===== src/rtl/triangle_setup.sv =====
// Triangle setup: edge-function coefficients and doubled signed area from one shared
// multiplier, with degenerate/back-face culling ahead of the rasterizer.
module triangle_setup #(
  parameter int COORD_W       = 10,
  parameter bit CULL_BACKFACE = 1'b1,
  parameter int CNT_W         = 16
) (
  input  logic                 clk,
  input  logic                 rst,
  input  logic                 in_valid,
  output logic                 in_ready,
  input  logic [COORD_W-1:0]   in_x0,
  input  logic [COORD_W-1:0]   in_y0,
  input  logic [COORD_W-1:0]   in_x1,
  input  logic [COORD_W-1:0]   in_y1,
  input  logic [COORD_W-1:0]   in_x2,
  input  logic [COORD_W-1:0]   in_y2,
  output logic                 out_valid,
  input  logic                 out_ready,
  output logic [COORD_W-1:0]   out_x0,
  output logic [COORD_W-1:0]   out_y0,
  output logic [COORD_W-1:0]   out_x1,
  output logic [COORD_W-1:0]   out_y1,
  output logic [COORD_W-1:0]   out_x2,
  output logic [COORD_W-1:0]   out_y2,
  output logic [COORD_W:0]     out_a0,
  output logic [COORD_W:0]     out_a1,
  output logic [COORD_W:0]     out_a2,
  output logic [COORD_W:0]     out_b0,
  output logic [COORD_W:0]     out_b1,
  output logic [COORD_W:0]     out_b2,
  output logic [2*COORD_W:0]   out_c0,
  output logic [2*COORD_W:0]   out_c1,
  output logic [2*COORD_W:0]   out_c2,
  output logic [2*COORD_W+2:0] out_area,
  output logic [CNT_W-1:0]     cull_count,
  output logic                 busy
);

  localparam int PW = 2 * COORD_W;
  localparam int CW = 2 * COORD_W + 1;
  localparam int RW = 2 * COORD_W + 3;

  typedef enum logic [2:0] {
    S_IDLE  = 3'd0,
    S_DIFF  = 3'd1,
    S_MUL   = 3'd2,
    S_AREA  = 3'd3,
    S_CHECK = 3'd4,
    S_OUT   = 3'd5
  } state_t;

  state_t            state;
  state_t            next_state;
  logic [2:0]        step;
  logic [COORD_W-1:0] mul_a;
  logic [COORD_W-1:0] mul_b;
  logic [PW-1:0]     prod;
  logic [PW-1:0]     prod_hold;
  logic              cull_now;

  assign cull_now = (out_area == {RW{1'b0}}) || (out_area[RW-1] && CULL_BACKFACE);
  assign prod     = {{COORD_W{1'b0}}, mul_a} * {{COORD_W{1'b0}}, mul_b};

  // Operand select for the shared multiplier; even steps hold, odd steps finish C_i.
  always_comb begin
    mul_a = out_x1;
    mul_b = out_y2;
    case (step)
      3'd0:    begin mul_a = out_x1; mul_b = out_y2; end
      3'd1:    begin mul_a = out_x2; mul_b = out_y1; end
      3'd2:    begin mul_a = out_x2; mul_b = out_y0; end
      3'd3:    begin mul_a = out_x0; mul_b = out_y2; end
      3'd4:    begin mul_a = out_x0; mul_b = out_y1; end
      3'd5:    begin mul_a = out_x1; mul_b = out_y0; end
      default: begin mul_a = out_x1; mul_b = out_y2; end
    endcase
  end

  // Next-state logic.
  always_comb begin
    next_state = state;
    case (state)
      S_IDLE:  if (in_valid && in_ready) next_state = S_DIFF; else next_state = S_IDLE;
      S_DIFF:  next_state = S_MUL;
      S_MUL:   if (step == 3'd5) next_state = S_AREA; else next_state = S_MUL;
      S_AREA:  next_state = S_CHECK;
      S_CHECK: if (cull_now) next_state = S_IDLE; else next_state = S_OUT;
      S_OUT:   if (out_ready) next_state = S_OUT == state ? S_IDLE : S_OUT; else next_state = S_OUT;
      default: next_state = S_IDLE;
    endcase
  end

  // State register.
  always_ff @(posedge clk or posedge rst) begin
    if (rst) state <= S_IDLE;
    else     state <= next_state;
  end

  // Handshake flags and datapath registers.
  always_ff @(posedge clk or posedge rst) begin
    if (rst) begin
      in_ready <= 1'b0;  busy <= 1'b0;  out_valid <= 1'b0;
      step <= 3'd0;  prod_hold <= {PW{1'b0}};  cull_count <= {CNT_W{1'b0}};
      out_x0 <= {COORD_W{1'b0}};  out_y0 <= {COORD_W{1'b0}};
      out_x1 <= {COORD_W{1'b0}};  out_y1 <= {COORD_W{1'b0}};
      out_x2 <= {COORD_W{1'b0}};  out_y2 <= {COORD_W{1'b0}};
      out_a0 <= {(COORD_W+1){1'b0}};  out_a1 <= {(COORD_W+1){1'b0}};  out_a2 <= {(COORD_W+1){1'b0}};
      out_b0 <= {(COORD_W+1){1'b0}};  out_b1 <= {(COORD_W+1){1'b0}};  out_b2 <= {(COORD_W+1){1'b0}};
      out_c0 <= {CW{1'b0}};  out_c1 <= {CW{1'b0}};  out_c2 <= {CW{1'b0}};
      out_area <= {RW{1'b0}};
    end else begin
      in_ready  <= (next_state == S_IDLE);
      busy      <= (next_state != S_IDLE);
      out_valid <= (next_state == S_OUT);
      case (state)
        S_IDLE: begin
          step <= 3'd0;
          if (in_valid && in_ready) begin
            out_x0 <= in_x0;  out_y0 <= in_y0;
            out_x1 <= in_x1;  out_y1 <= in_y1;
            out_x2 <= in_x2;  out_y2 <= in_y2;
          end
        end
        S_DIFF: begin
          out_a0 <= {1'b0, out_y1} - {1'b0, out_y2};
          out_a1 <= {1'b0, out_y2} - {1'b0, out_y0};
          out_a2 <= {1'b0, out_y0} - {1'b0, out_y1};
          out_b0 <= {1'b0, out_x2} - {1'b0, out_x1};
          out_b1 <= {1'b0, out_x0} - {1'b0, out_x2};
          out_b2 <= {1'b0, out_x1} - {1'b0, out_x0};
        end
        S_MUL: begin
          step <= step + 3'd1;
          case (step)
            3'd1:    out_c0 <= {1'b0, prod_hold} - {1'b0, prod};
            3'd3:    out_c1 <= {1'b0, prod_hold} - {1'b0, prod};
            3'd5:    out_c2 <= {1'b0, prod_hold} - {1'b0, prod};
            default: prod_hold <= prod;
          endcase
        end
        S_AREA: begin
          out_area <= {{2{out_c0[CW-1]}}, out_c0} + {{2{out_c1[CW-1]}}, out_c1}
                    + {{2{out_c2[CW-1]}}, out_c2};
        end
        S_CHECK: begin
          if (cull_now) begin
            if (cull_count != {CNT_W{1'b1}}) cull_count <= cull_count + {{(CNT_W-1){1'b0}}, 1'b1};
          end else if (out_area[RW-1]) begin
            // Clockwise triangle kept: flip orientation so area is positive downstream.
            out_a0 <= -out_a0;  out_a1 <= -out_a1;  out_a2 <= -out_a2;
            out_b0 <= -out_b0;  out_b1 <= -out_b1;  out_b2 <= -out_b2;
            out_c0 <= -out_c0;  out_c1 <= -out_c1;  out_c2 <= -out_c2;
            out_area <= -out_area;
          end
        end
        default: begin
        end
      endcase
    end
  end

endmodule


===== config.mk =====
export PLATFORM = sky130hd
export DESIGN_NAME = triangle_setup
export DESIGN_NICKNAME = d
export VERILOG_FILES = /design/src/rtl/triangle_setup.sv
export SDC_FILE = /design/constraint.sdc
export NUM_CORES = 1
export LEC_CHECK = 0
export BUFFER_PORTS_ARGS = -buffer_cell sky130_fd_sc_hd__buf_4
export CORE_UTILIZATION = 55
export CTS_BUF_LIST = sky130_fd_sc_hd__clkbuf_16
export DETAILED_ROUTE_END_ITERATION = 10
export MAX_ROUTING_LAYER = met4
export PLACE_DENSITY_LB_ADDON = 0.12
export RECOVER_POWER = 50
export SKIP_CTS_REPAIR_TIMING = 1
export SYNTH_ARGS = -nofsm -noshare
export SYNTH_HDL_FRONTEND = slang
export SYNTH_SLANG_ARGS = --single-unit

===== constraint.sdc =====
create_clock -name clk -period 20.6 [get_ports clk]
set_input_delay 2.06 -clock clk [delete_from_list [all_inputs] [get_ports clk]]
set_output_delay 2.06 -clock clk [all_outputs]
set_load 0.05 [all_outputs]

==> impl_metrics.yaml <==
critical_path:
  arrival_ns: 9.57
  crit_fanout: 11
  crit_type: "register to register"
  path_delay_family: "adder cells"
  worst_path_largest_cell_delay_ns: 0.72
  start_kind: "register"
  r2r_slack_ns: 11.47
  crit_required_ns: 21.04
  crit_path_end_kind: "register"
  path_buf_inv: 5
  critPathSlowestCell: "a21oi_1"
routing:
  via_count: 14700
  drt_first_iter_violations: 753
  drt_first_pass_iters: 7
  drt_wl_total_um: 47500
  drc: 0
  antenna_left: 0
  wl_per_cell_um: 18.2
  viasPerCell: 5.61
run_status:
  status: "finished, violations left"
  violations: "capacitance limit, slew limit"
layout:
  diodes: 0
  area.growth.synth_to_final_pct: 17.5
  n_fill_cell: 2741
  drive_gt1_share_pct: 13.3
  finalNetCount: 2503
synthesis:
  synth.top_cell.area_share_pct: 36.0
  ys_warn_count: 0
  synth_top_family_by_area: "adder cells"
  synthDistinctLibCells: 79
  yosys-top-cells-area: "dfrtp_1 (36%), ha_1 (11%), fa_1 (10%), nand2_1 (6.2%), o21ai_0 (6.1%)"
  synth-simple-area-share_pct: 15.3
  synth_compound_area_share_pct: 16.2
  synth_most_common_cell: "nand2_1"
  synthXorXnorAreaFrac_pct: 5.08
  avgSynthCellArea_um2: 9.31
  synth_commonest_cells: "nand2_1 (294), dfrtp_1 (257), o21ai_0 (216)"
  syn_area_um2: 17800
  syn_inst: 1916
  postSynthNetCount: 2228
  synth.area.mux_share_pct: 1.28
  async_reset_ff_share_pct: 100
  yosys.area_share.adder_pct: 21.4
  synth_ff_type: "dfrtp_1"
  synth.yosys.seq_area_share_pct: 36.0
  synth_area_leader_cell: "dfrtp_1"
  synth_edf_count: 0
  synth_seq_cells: 257
clock_tree:
  clk-insertion-delay-late_ns: 0.57
  cts_tree: "built"
  cts_buffers: 28
  cts_root_buffer: "clkbuf_16"
  clock_sinks: 257
  cts_buffer_depth: 3
  clk_pin_slew_worst_paths_ns: 0.06
  htreeDepth: 1
sta:
  slew_violations: 431
  setup_viol: 0
  worst_pin_slew_ns: 6.22
  hold_viol_final: 0
  final.period_utilization_pct: 44.3
  rsz0062_at_grt: "no"
  relSlewSlack_pct: -317
  final.setup_skew_ns: 0.0201
  fmax_mhz: 110
  period_minus_slack_ns: 9.13
  setup_tns_ns: 0
floorplanning:
  fp.dieH_um: 182
  core_area_um2: 31700
  start_util_pct: 56.3
  die_x_um: 182
  io_pins: 295
  die_area_um2: 33200
  row_count: 65
placed_design:
  io_buffers: 294
  dp_hpwl_um: 37100
  routabilityCongestion: 0.941
min_path:
  hp-class: "register to register"
global_routing:
  antenna_found_initial: 0
  grtUsageTotal_pct: 30.0
  grt_pass1_vias: 14600
  overflow: 0
  grt_pass1_wl_um: 76800
  grt_max_degree: 140
job:
  drv_cap: 4
-- routing by layer --
layer / part of all wire (%) / vias to the layer above / track usage, %
met4: 2.8 / 0 / 8.71
met5: 0 / - / -
met2: 49 / 472 / 50.1
met1: 43 / 7055 / 38.1
met3: 5.7 / 85 / 4.17
li1: - / 7041 / -
-- final timing paths --
kind / startpoint / to / cells past startpoint
max in group asynchronous: rst / out_c0[5]$_DFFE_PP0P_ / 2
hold reg to reg: out_a1[10]$_DFFE_PP0P_ / out_a1[10]$_DFFE_PP0P_ / 2
hold / removal: out_a1[10]$_DFFE_PP0P_ / out_a1[10]$_DFFE_PP0P_ / 2
setup / recovery: step[1]$_DFFE_PP0P_ / out_c1[18]$_DFFE_PP0P_ / 30
min in group asynchronous: rst / out_b1[9]$_DFFE_PP0P_ / 2
setup reg to reg: step[1]$_DFFE_PP0P_ / out_c1[18]$_DFFE_PP0P_ / 30
-- stage by stage --
| stage | utilization (%) | setup WS, ns | hold slack (ns) | cells | cell area (µm²) |
|---|---|---|---|---|---|
| floorplan | - | 11.47 | 0.449 | 1916 | 17800 |
| global placement | 64.5 | 11.99 | 0.465 | 2563 | 20500 |
| detailed placement | 64.5 | 11.63 | 0.472 | 2563 | 20500 |
| CTS | 67.4 | 11.55 | 0.486 | 2614 | 21400 |
| global route | 66.1 | 10.65 | 0.500 | 2614 | 21000 |
| finish | 66.1 | 11.47 | 0.478 | 2614 | 21000 |
-- flip-flops by register name, summed over array words and instances (netlist names), 16 cells and up --
signal / flops
out_c2: 21
cull_count: 16
out_c0: 21
out_c1: 21
out_area: 23
prod_hold: 20
-- cells in the final DEF (no fill, tap or decap), types with 9 or more instances in the layout --
cell and instances:
or3_1 11, clkbuf_1 105, inv_1 164, a21oi_1 52
nand2_1 293, a22oi_1 12, a21o_1 66, nand3_1 29
ha_1 157, dfrtp_1 257, xnor2_1 70, a22o_1 10
clkbuf_16 28, mux2_2 13, or2_2 12, nand2b_1 29
o21ai_0 217, nor2b_1 28, o31ai_1 26, and3_1 9
and2_1 11, nor3_1 16, buf_4 202, nor2_1 123
xor2_1 31, fa_1 91
-- cells by family (layout without fill, tap and decap cells) --
family | count (synthesis) | count (layout)
buf+inv | 225 | 521
xor+xnor | 102 | 102
simple gates | 603 | 603
compound gates | 457 | 457
flops | 257 | 257
fa+ha+maj | 251 | 251
mux | 21 | 21
-- area by class of cell --
cell class                      instances  area (µm²)  share of cell area [%]
Inverter                              161         606                    2.89
Sequential cell                       257        6430                    30.7
Timing Repair Buffer                  309        1930                    9.18
Multi-Input combinational cell       1434       10600                    50.4
Clock buffer                           28         701                    3.34
Tap cell                              402         503                    2.40
Clock inverter                         23         230                    1.10
-- worst register-to-register path, delay by kind of cell, from the launching register on --
family | cells | cell delay (ns)
fa+ha+maj | 8 | 3.53
mux | 1 | 0.31
compound gates | 6 | 2.15
xor+xnor | 1 | 0.12
flops | 1 | 0.41
simple gates | 9 | 2.15
buf+inv | 5 | 0.31
Power is not shown: default switching activity piles up to over one toggle a cycle in this logic, so the estimate is an artifact.
